## src/rtl/uart_tx_arbiter.sv

```systemverilog
// Round-robin arbiter that lets four requesters share one uart_tx.
// Each grant sends an optional header byte and then the requester's data byte.
module uart_tx_arbiter #(
  parameter bit          HEADER_EN = 1'b1,
  parameter int unsigned TIMEOUT   = 1023
) (
  input  logic        RST_clk,
  input  logic        RST_n,
  input  logic [3:0]  req,
  input  logic [31:0] req_data,
  output logic [3:0]  ack,
  output logic [7:0]  tx_data,
  output logic        tx_start,
  input  logic        uart_busy,
  output logic [1:0]  grant_id,
  output logic        active,
  output logic        timeout_err
);

  localparam int unsigned CW = (TIMEOUT > 0) ? $clog2(TIMEOUT + 1) : 1;

  typedef enum logic [2:0] {IDLE, GRANT, SEND, WAIT_HI, WAIT_LO, DONE} state_t;
  typedef enum logic {HEADER, DATA} byte_sel_t;

  state_t      state;
  byte_sel_t   byte_sel;
  logic [1:0]  rr_ptr;
  logic [7:0]  data_byte;
  logic [CW-1:0] cnt;

  logic [1:0]  pick;
  logic        found;
  logic [1:0]  idx;
  logic [7:0]  cur_byte;
  logic [7:0]  header_byte;

  always_comb begin
    pick  = '0;
    found = 1'b0;
    idx   = '0;
    for (int unsigned i = 0; i < 4; i++) begin
      idx = rr_ptr + 2'(i);
      if (!found && req[idx]) begin
        pick  = idx;
        found = 1'b1;
      end
    end
  end

  assign cur_byte    = req_data[{grant_id, 3'b000} +: 8];
  assign header_byte = {4'hA, 2'b00, grant_id};

  // grant_id is captured on leaving IDLE so the data byte can be picked in GRANT
  always_ff @(posedge RST_clk) begin
    if (RST_n) begin
      state       <= IDLE;
      byte_sel    <= HEADER;
      rr_ptr      <= '0;
      data_byte   <= '0;
      cnt         <= '0;
      tx_data     <= 8'h00;
      tx_start    <= 1'b0;
      ack         <= '0;
      grant_id    <= '0;
      active      <= 1'b0;
      timeout_err <= 1'b0;
    end else begin
      tx_start <= 1'b0;
      ack      <= '0;
      case (state)
        IDLE: begin
          if (|req) begin
            grant_id <= pick;
            active   <= 1'b1;
            state    <= GRANT;
          end
        end
        GRANT: begin
          data_byte <= cur_byte;
          if (HEADER_EN) begin
            byte_sel <= HEADER;
            tx_data  <= header_byte;
          end else begin
            byte_sel <= DATA;
            tx_data  <= cur_byte;
          end
          tx_start <= 1'b1;
          state    <= SEND;
        end
        SEND: begin
          cnt   <= '0;
          state <= WAIT_HI;
        end
        WAIT_HI: begin
          if (uart_busy) begin
            state <= WAIT_LO;
          end else if (cnt == CW'(TIMEOUT)) begin
            // busy never rose: flag it and let WAIT_LO retire the byte
            timeout_err <= 1'b1;
            state       <= WAIT_LO;
          end else begin
            cnt <= cnt + 1'b1;
          end
        end
        WAIT_LO: begin
          if (!uart_busy) begin
            if (byte_sel == HEADER) begin
              byte_sel <= DATA;
              tx_data  <= data_byte;
              tx_start <= 1'b1;
              state    <= SEND;
            end else begin
              ack   <= 4'b0001 << grant_id;
              state <= DONE;
            end
          end
        end
        DONE: begin
          rr_ptr   <= grant_id + 2'd1;
          byte_sel <= HEADER;
          active   <= 1'b0;
          state    <= IDLE;
        end
        default: begin
          state  <= IDLE;
          active <= 1'b0;
        end
      endcase
    end
  end

endmodule
```

## config.mk

```make
export PLATFORM = sky130hd
export DESIGN_NAME = uart_tx_arbiter
export DESIGN_NICKNAME = d
export VERILOG_FILES = /design/src/rtl/uart_tx_arbiter.sv
export SDC_FILE = /design/constraint.sdc
export NUM_CORES = 1
export LEC_CHECK = 0
export CORE_MARGIN = 4
export CORE_UTILIZATION = 59
export CTS_BUF_LIST = sky130_fd_sc_hd__clkbuf_8
export CTS_CLUSTER_SIZE = 40
export DETAILED_ROUTE_END_ITERATION = 8
export DONT_BUFFER_PORTS = 1
export PLACE_DENSITY = 0.74
export RECOVER_POWER = 25
export SYNTH_ARGS = -nofsm -noshare
export SYNTH_HDL_FRONTEND = slang
export SYNTH_SLANG_ARGS = --single-unit
```

## constraint.sdc

```tcl
create_clock -name RST_clk -period 1.7 [get_ports RST_clk]
set_clock_uncertainty 0.1 [all_clocks]
set_input_delay 0.085 -clock RST_clk [delete_from_list [all_inputs] [get_ports RST_clk]]
set_output_delay 0.085 -clock RST_clk [all_outputs]
set_load 0.02 [all_outputs]
```

Word-level counts from Yosys, hierarchy flattened

Cells that the tools add are included.

Output and inout bits: 17
Bits of input ports: 39
Flip-flop bits (word level): 41
Word-level logic and storage cells: 93

Reductions and logical operators: 21
Add/sub/neg operators: 5
Multiplexer cells: 34
Bitwise logic cells: 4
Order comparisons: 4
Shift-type cells: 2
Equal/unequal tests: 12

Operators with widths:

| kind                                                                          | number |
|---|---|
| 32-bit by 6-bit variable part select with 8-bit output                        | 1 |
| 10-bit two-way mux                                                            | 2 |
| 10-bit one-hot mux with 2 select lines                                        | 1 |
| 8-bit two-way mux                                                             | 2 |
| 8-bit one-hot mux with 2 select lines                                         | 1 |
| 3-bit two-way mux                                                             | 5 |
| 3-bit one-hot mux with 5 select lines                                         | 1 |
| 2-bit by 3-bit less-than comparator with 1-bit output (second input constant) | 4 |
| 3-bit AND reduction                                                           | 4 |
| 4-bit OR reduction                                                            | 3 |
| 1-bit two-way mux                                                             | 11 |
| 10-bit by 1-bit adder with 10-bit output (second input constant)              | 1 |
| 10-bit equality test (second input constant)                                  | 1 |
| 2-bit inequality test (second input constant)                                 | 5 |
| 1-bit binary-select mux with 2-bit select                                     | 4 |
| 2-bit two-way mux                                                             | 4 |
| 3-bit by 2-bit equality test with 1-bit output (second input constant)        | 2 |
| 3-bit equality test (second input constant)                                   | 2 |
| 1-bit one-hot mux with 2 select lines                                         | 3 |
| 2-bit AND reduction                                                           | 3 |
| 2-bit nonzero test                                                            | 3 |
| 2-bit by 1-bit adder with 2-bit output (second input constant)                | 2 |
| 2-bit adder (second input constant)                                           | 2 |
| 1-bit NOT                                                                     | 4 |
| other kinds (7)                                                               | 11 |

Logic depth before layout (Yosys ltp)

Gate-level depths: netlist (run 1).

Word-level depth: 12
Gate-level depth with buffers: 6
Mapped depth without buffers: 5

Least setup slack after synthesis (run 1)

No wires, ideal clock.

Path type: register to register
From: reg cnt[0]
To: reg cnt[7]
Path slack: -0.128 ns
Arrival: 1.656 ns
Setup time: 0.072 ns
Required time: 1.528 ns
Stages on the path, launching flop included: 6
Clock period less this slack: 1.828 ns
Buffers on the path: 0
Path through: dfxtp_1 -> ha_1 -> and4_1 -> a21o_1 -> a2111oi_0 -> mux2i_1

Longest elaborated chain between the ends: 4
Elaborated cells between the ends (all ways): 7
Those cells by class: 1 x add/sub; 2 x eq/ne; 3 x mux; 1 x reduce/logical

RTL lines:

| item                                     | line | RTL |
|---|---|---|
| start: declaration                       | 29   | `logic [CW-1:0] cnt;` |
| start signal: assignment                 | 102  | `cnt <= cnt + 1'b1;` |
| 10-bit by 1-bit adder with 10-bit output | 102  |  |
| 10-bit two-way mux                       | 97   | `end else if (cnt == CW'(TIMEOUT)) begin` |
| 10-bit two-way mux                       | 95   | `if (uart_busy) begin` |
| 10-bit one-hot mux with 2 select lines   | 70   | `case (state)` |

Parallel ways exist; a longest one is shown, timed or not. The select of a mux whose other input is x is not followed.
A chain may end at the register's enable or synchronous reset.

Final worst setup path (run 1)

From: reg state[0]
To: reg grant_id[0]

Longest elaborated chain between the ends: 2

RTL lines:

| item                                 | line | RTL |
|---|---|---|
| start: declaration                   | 25   | `state_t state;` |
| start signal: assignment             | 56   | `state <= IDLE;` |
| start signal: assignment             | 75   | `state <= GRANT;` |
| start signal: assignment             | 88   | `state <= SEND;` |
| 3-bit logical NOT                    | 70   |  |
| 2-bit AND reduction (no source line) | n/a  |  |
| end signal: assignment               | 73   | `grant_id <= pick;` |
| end: declaration                     | 15   | `output logic [1:0] grant_id,` |

No other way between the ends.

==> flow_metrics.env, run 1 <==
export IMPL_crit_chain="or4_4 > or4_4 > a21oi_2"
export IMPL_post_drt_via_cell_ratio=5.980
export IMPL_postSynthCellCount=236
export IMPL_drv_cap=0
export IMPL_maxClockFrequency_mhz=595.4
export IMPL_proportion_of_power_drawn_by_the_clock_network_pct=28.0
export IMPL_multiInputGateArea_um2=1259
export IMPL_failed_checks="negative hold slack"
export IMPL_critPathTopFamily="simple AND/OR/NAND/NOR gates"
export IMPL_seqPwrFrac_pct=49.7
export IMPL_startpoint_type="flop"
export IMPL_layout_filler_cells=277
export IMPL_finish_instance_area_um2=2467
export IMPL_critical_path_required_ps=1830
export IMPL_floorplan_rows=21
export IMPL_detailed_place_area_um2=2232
export IMPL_netlist_top_cells_area="sky130_fd_sc_hd__dfxtp_1 (40%), sky130_fd_sc_hd__mux4_2 (8.7%), sky130_fd_sc_hd__nand2_1 (6.7%), sky130_fd_sc_hd__a21oi_1 (4.9%), sky130_fd_sc_hd__nor2_1 (4.6%)"
export IMPL_yosysTopAreaCell="sky130_fd_sc_hd__dfxtp_1"
export IMPL_initialDrtViolationCount=148
export IMPL_irDropWorstVdd_mv=0.5686
export IMPL_crit_path_top_delay_cell="sky130_fd_sc_hd__or4_4"
export IMPL_worst_slew_pin_transition_ps=559.9
export IMPL_grt_pass1_wl_um=7700
export IMPL_globalRouteOverflowTotal=0
export IMPL_clock_tree_htree_level_count=2
export IMPL_instances_no_fill=305
export IMPL_criticalPathCategory="flop to flop"
export IMPL_num_nets_final=298
export IMPL_cts_hold_fix_buffers=2
export IMPL_final_setup_worst_slack_ps=20.38
export IMPL_rsz0062_at_grt="yes"
export IMPL_cp_data_arrival_time_ps=1810
export IMPL_grt_max_degree=32
export IMPL_netlist_cell_type_count=45
export IMPL_placement_io_buffers=0
export IMPL_clk_pin_slew_ps=80
export IMPL_layout_drive_gt1_share_pct=22.78
export IMPL_p_leak_nw=0.8355
export IMPL_antenna_found_initial=0
export IMPL_cts_root_to_sink_buffers=2
export IMPL_ys_warnings_count=0
export IMPL_critical_path_max_stage_delay_ps=540
export IMPL_post_route_drc_count=0
export IMPL_buffers_plus_inverters_on_the_worst_setup_path=0
export IMPL_run_status="finished, violations left"
export IMPL_hold_viol_final=32
export IMPL_tns_ps=0
export IMPL_route_antenna_remaining_nets=0
export IMPL_dp_cells=290
export IMPL_seq_area_frac_synth_pct=39.83
export IMPL_timing_critical_path_from="state[0]$_SDFFE_PP0P_"
export IMPL_place_gp_congestion=0.9310
export IMPL_wl_um=5042
export IMPL_die_width_um=67.10
export IMPL_most_numerous_cell_on_the_critical_path="sky130_fd_sc_hd__or4_4"
export IMPL_min_delay_start="RST_n"
export IMPL_critPathMaxFanout=5
export IMPL_wl_per_cell_um=16.53
export IMPL_grt_total_usage_pct=22.34
export IMPL_route_vias_total=1824
export IMPL_powerDensity_nw_per_um2=896.4
export IMPL_initial_core_util_pct=61.27
export IMPL_die_height_um=67.10
export IMPL_syn_area_per_cell_um2=8.732
export IMPL_power_report_internal_total_w=0.001541
export IMPL_number_of_cts_inserted_buffers=5
export IMPL_root_cell_of_the_clock_tree="sky130_fd_sc_hd__clkbuf_8"
export IMPL_worst_setup_path_end_kind="flop"
export IMPL_floorplan_io_pins=56
export IMPL_setup_violations_final=0
export IMPL_num_antenna_cells=0
export IMPL_area_fraction_of_the_dominant_cell_type_after_synthesis_pct=39.83
export IMPL_tritoncts="yes"
export IMPL_synth_edff_count=0
export IMPL_grt_pass1_vias=1722
export IMPL_first_pass_iters=4
export IMPL_fp_dieArea_um2=4502
export IMPL_latest_clock_arrival_within_the_worst_skew_pair_ps=300
export IMPL_r2r_start="state[0]$_SDFFE_PP0P_"
export IMPL_synthFlopType="sky130_fd_sc_hd__dfxtp_1"
export IMPL_headroom_to_the_max_slew_limit_pct=62.62
export IMPL_synth_seq_cells=41
export IMPL_fp_coreArea_um2=3363
export IMPL_layout_core_utilization_pct=73.36
export IMPL_netSwitchingPower_w=0.0006710
export IMPL_hpwlAfterDp_um=3636
export IMPL_syn_nets=276
export IMPL_net_sw_share_pct=30.34
export IMPL_min_period_over_period_pct=98.80
export IMPL_regArea_um2=830.8
export IMPL_final_min_clock_period_ps=1680
export IMPL_pre_cts_ws_ps=-31.35
export IMPL_hold_worst_slack_ps=-256.0
export IMPL_combinationalPowerShare_pct=22.3
export IMPL_slew_violations=0
export IMPL_area_growth_synth_to_final_pct=19.73
export IMPL_postSynth_asyncResetShare_pct=0
export IMPL_timing_hold_worst_class="input pin to flop"
export IMPL_syn_cell_area_um2=2061
export IMPL_tritoncts_num_sinks=41
-- synthesized netlist by cell type (2+ instances only) --
cell / n
sky130_fd_sc_hd__a21o_1: 2
sky130_fd_sc_hd__xnor2_1: 2
sky130_fd_sc_hd__or3_1: 2
sky130_fd_sc_hd__buf_2: 2
sky130_fd_sc_hd__dfxtp_1: 41
sky130_fd_sc_hd__nand2b_1: 11
sky130_fd_sc_hd__nand3_1: 6
sky130_fd_sc_hd__clkbuf_1: 8
sky130_fd_sc_hd__mux2i_1: 9
sky130_fd_sc_hd__a21oi_1: 20
sky130_fd_sc_hd__nor2_1: 25
sky130_fd_sc_hd__a31oi_1: 2
sky130_fd_sc_hd__a22oi_1: 4
sky130_fd_sc_hd__nand4_1: 4
sky130_fd_sc_hd__or4_1: 2
sky130_fd_sc_hd__and4_1: 3
sky130_fd_sc_hd__nor3b_1: 3
sky130_fd_sc_hd__inv_1: 6
sky130_fd_sc_hd__mux4_2: 8
sky130_fd_sc_hd__nor3_1: 4
sky130_fd_sc_hd__a2111oi_0: 2
sky130_fd_sc_hd__nand2_1: 37
sky130_fd_sc_hd__o21ai_0: 4
sky130_fd_sc_hd__a311oi_1: 2
sky130_fd_sc_hd__a211oi_1: 7
-- stage by stage --
| step | total power [W] | hold WS [ps] |
|---|---|---|
| 2_1_floorplan | 0.001429 | 176.6 |
| 3_3_place_gp | 0.001536 | 59.15 |
| 3_5_place_dp | 0.001552 | 61.16 |
| 4_1_cts | 0.002176 | -255.6 |
| 5_1_grt | 0.002314 | -261.7 |
| 6_report | 0.002212 | -256.0 |
-- worst paths after layout --
check,depth (start not counted),slack (ps),to
worst max-delay path,3,20,grant_id[0]$_SDFFE_PP0P_
worst min-delay path,1,-260,cnt[1]$_SDFFE_PP0P_
worst max register to register,3,20,grant_id[0]$_SDFFE_PP0P_
worst min register to register,2,350,data_byte[3]$_SDFFE_PP0P_
-- cell families after synthesis --
group	after synthesis	synth area share [%]
adder cells (fa/ha/maj)	1	0.6071
buffers and inverters	18	3.582
AO/OA/AOI/OAI	50	15.67
XOR/XNOR	2	0.8502
AND/OR/NAND/NOR	107	26.35
flip-flops	41	39.83
multiplexers	17	13.11
-- per-layer routing --
| metal | share of wire [%] | vias up | wire length (um) | track usage (%) |
|---|---|---|---|---|
| li1 | - | 894 | - | - |
| met2 | 50 | 72 | 2515 | 37.91 |
| met4 | 1.3 | 0 | 68 | 7.342 |
| met1 | 42 | 849 | 2100 | 27.85 |
| met5 | 0 | - | 0 | 0 |
| met3 | 7.1 | 9 | 357 | 5.059 |
-- power groups by stage --
stage | registers, W | logic (W) | clock network (W)
CTS | 0.00110 | 0.000449 | 0.000632
global placement | 0.00112 | 0.000420 | 0
global route | 0.00111 | 0.000538 | 0.000667
floorplan | 0.00111 | 0.000321 | 0
detailed placement | 0.00112 | 0.000432 | 0
finish | 0.00110 | 0.000493 | 0.000620
-- final cells by class --
class	count	area share, %
sequential	41	33.67
timing repair buffer	27	8.570
multi-input combinational	177	51.01
inverter	6	0.9128
clock inverter	3	0.7099
tap	46	2.333
clock buffer	5	2.789
-- timing repair --
| item | 4_1_cts | 5_1_grt |
|---|---|---|
| gates cloned | 0 | 0 |
| resized for setup | 3 | 17 |
| endpoints found under the hold margin | 33 | 32 |
| pin swaps | 3 | 12 |
| setup buffers | 1 | 4 |
| endpoints found under the setup margin | 5 | 16 |
-- state kept, by name, indices dropped and copies added (netlist names) --
name,cells
rr_ptr,2
byte_sel,1
tx_start,1
cnt,10
timeout_err,1
ack,4
grant_id,2
data_byte,8
state,3
tx_data,8
active,1
-- layout by cell type, fill, tap and decap left out, drive strengths merged, types with 2 or more instances in the layout --
master       synthesis  layout
o21ai                4       4
a21o                 2       2
a211oi               7       7
mux2i                9       9
nor3                 4       4
nand2b              11      11
xnor2                2       2
or4                  3       3
buf                  4      25
inv                  6       6
a22oi                4       4
and4                 3       3
clkinv               0       2
nand2               37      37
clkbuf               8       5
mux4                 8       8
a2111oi              2       2
nor2                25      25
or3                  2       2
nor3b                3       3
a31oi                2       2
nand4                4       4
nor4                 2       2
nand3                6       6
dlygate4sd3          0       2
dfxtp               41      41
a311oi               2       2
a21oi               21      21
(Power assumes the default switching activity.)
==> run 2: changes to the inputs <==
==> constraint.sdc (replaced) <==
create_clock -name RST_clk -period 1.7 [get_ports RST_clk]
set_clock_uncertainty 0.1 [all_clocks]
set_input_delay 0.085 -clock RST_clk [delete_from_list [all_inputs] [get_ports RST_clk]]
set_output_delay 0.085 -clock RST_clk [all_outputs]
set_load 0.005 [all_outputs]
==> run 2 against run 1 <==
Against the previous run: the flow finishes with violations (negative hold slack, negative setup slack); routed wire length grew 2.7%; non-clock buffer count is the same; maximum frequency shrank 1.5%; clock power grew 11%; clock-buffer cell count grew 2; largest power group unchanged.
==> flow_metrics.env, run 2 (synthesis gave the netlist of run 1 again) <==
export IMPL_hold_worst_slack_ps=-257.2
export IMPL_wl_per_cell_um=16.98
export IMPL_most_numerous_cell_on_the_critical_path="sky130_fd_sc_hd__or4_4"
export IMPL_clock_tree_htree_level_count=2
export IMPL_clk_pin_slew_ps=80
export IMPL_criticalPathCategory="flop to flop"
export IMPL_finish_instance_area_um2=2521
export IMPL_route_vias_total=1838
export IMPL_run_status="finished, violations left"
export IMPL_rsz0062_at_grt="yes"
export IMPL_power_total_w=0.002268
export IMPL_startpoint_type="flop"
export IMPL_cp_data_arrival_time_ps=1840
export IMPL_drv_cap=0
export IMPL_initial_core_util_pct=61.27
export IMPL_final_setup_worst_slack_ps=-4.873
export IMPL_critical_path_max_stage_delay_ps=550
export IMPL_critPathTopFamily="simple AND/OR/NAND/NOR gates"
export IMPL_grt_total_usage_pct=24.16
export IMPL_instances_no_fill=305
export IMPL_crit_chain="or4_4 > or4_4 > a21oi_2"
export IMPL_most_frequent_standard_cell_in_the_layout_excluding_fill_and_tap_cells="sky130_fd_sc_hd__nand2_1"
export IMPL_die_height_um=67.10
export IMPL_final_min_clock_period_ps=1705
export IMPL_num_nets_final=298
export IMPL_fp_dieArea_um2=4502
export IMPL_largest_reg_flops=10
export IMPL_worst_slew_pin_transition_ps=510.0
export IMPL_floorplan_rows=21
export IMPL_dp_cells=292
export IMPL_grt_pass1_vias=1814
export IMPL_post_route_drc_count=0
export IMPL_wl_um=5178
export IMPL_post_drt_via_cell_ratio=6.026
export IMPL_cts_root_to_sink_buffers=2
export IMPL_critPathMaxFanout=6
export IMPL_largest_registers="cnt (10), data_byte (8), tx_data (8)"
export IMPL_powerDensity_nw_per_um2=899.6
export IMPL_tns_ps=-4.873
export IMPL_pre_cts_ws_ps=-237.2
export IMPL_number_of_cts_inserted_buffers=5
export IMPL_tritoncts="yes"
export IMPL_root_cell_of_the_clock_tree="sky130_fd_sc_hd__clkbuf_8"
export IMPL_grt_max_degree=32
export IMPL_buffers_plus_inverters_on_the_worst_setup_path=0
export IMPL_antenna_found_initial=0
export IMPL_crit_path_top_delay_cell="sky130_fd_sc_hd__or4_4"
export IMPL_floorplan_io_pins=56
export IMPL_irDropWorstVdd_mv=0.5237
export IMPL_die_width_um=67.10
export IMPL_grt_pass1_wl_um=8169
export IMPL_tritoncts_num_sinks=41
export IMPL_timing_hold_worst_class="input pin to flop"
export IMPL_latest_clock_arrival_within_the_worst_skew_pair_ps=300
export IMPL_maxClockFrequency_mhz=586.6
export IMPL_place_gp_congestion=0.9179
export IMPL_num_antenna_cells=0
export IMPL_final_cell_mix="sky130_fd_sc_hd__nand2_1 (37), sky130_fd_sc_hd__dfxtp_1 (35), sky130_fd_sc_hd__buf_4 (25), sky130_fd_sc_hd__nor2_1 (24), sky130_fd_sc_hd__a21oi_1 (18)"
export IMPL_initialDrtViolationCount=133
export IMPL_hpwlAfterDp_um=3805
export IMPL_setup_violations_final=1
export IMPL_placement_io_buffers=0
export IMPL_layout_drive_gt1_share_pct=25.48
export IMPL_route_antenna_remaining_nets=0
export IMPL_register_with_the_most_flip_flops="cnt"
export IMPL_first_pass_iters=4
export IMPL_min_period_over_period_pct=100.3
export IMPL_detailed_place_area_um2=2260
export IMPL_slew_violations=0
export IMPL_area_growth_synth_to_final_pct=22.34
export IMPL_p_leak_nw=0.8512
export IMPL_critical_path_required_ps=1830
export IMPL_globalRouteOverflowTotal=0
export IMPL_worst_setup_path_end_kind="flop"
export IMPL_hold_viol_final=41
export IMPL_cts_hold_fix_buffers=1
export IMPL_headroom_to_the_max_slew_limit_pct=65.96
export IMPL_fp_coreArea_um2=3363
export IMPL_failed_checks="negative hold slack, negative setup slack"
## run 2: through the flow
stage               utilization, %  hold WS (ps)
finish                       74.96        -257.2
global route                 74.96        -270.0
CTS                          72.06        -259.2
detailed placement           67.19         61.78
global placement             67.19         59.65
floorplan                        -         176.6
## run 2: final timing paths
| path | endpoint | slack, ps | depth (start not counted) | start |
|---|---|---|---|---|
| setup / recovery | grant_id[0]$_SDFFE_PP0P_ | -5 | 3 | state[0]$_SDFFE_PP0P_ |
| hold / removal | cnt[0]$_SDFFE_PP0P_ | -260 | 1 | RST_n |
| setup reg to reg | grant_id[0]$_SDFFE_PP0P_ | -5 | 3 | state[0]$_SDFFE_PP0P_ |
| hold reg to reg | data_byte[4]$_SDFFE_PP0P_ | 350 | 2 | data_byte[4]$_SDFFE_PP0P_ |
## run 2: area by class of cell
class                      count  area, um^2
timing repair buffer          27       217.7
clock buffer                   7       96.34
clock inverter                 1       5.005
multi-input combinational    177        1291
tap                           46       57.56
inverter                       6       22.52
fill                         266       842.1
sequential                    41       830.8
## run 2: power by group
group          switching, W  internal [W]
sequential        0.0000545       0.00102
combinational      0.000259      0.000246
clock              0.000321      0.000367
total              0.000634       0.00163
## run 2: timing repair
item,4_1_cts,5_1_grt
endpoints found under the setup margin,11,18
setup buffers,0,4
endpoints found under the hold margin,41,41
pin swaps,3,10
resized for setup,10,15
## run 2: per-layer routing
metal | up-vias | GRT usage (%) | wire (um)
li1 | 901 | - | -
met1 | 879 | 29.29 | 2114
met2 | 52 | 39.39 | 2721
met3 | 6 | 8.094 | 289
met4 | 0 | 9.367 | 53
met5 | - | 0 | 0
## run 2: worst register-to-register path: stages (launching register included)
cell	delay, ps
sky130_fd_sc_hd__dfxtp_2	350
sky130_fd_sc_hd__or4_4	550
sky130_fd_sc_hd__or4_4	500
sky130_fd_sc_hd__a21oi_2	150
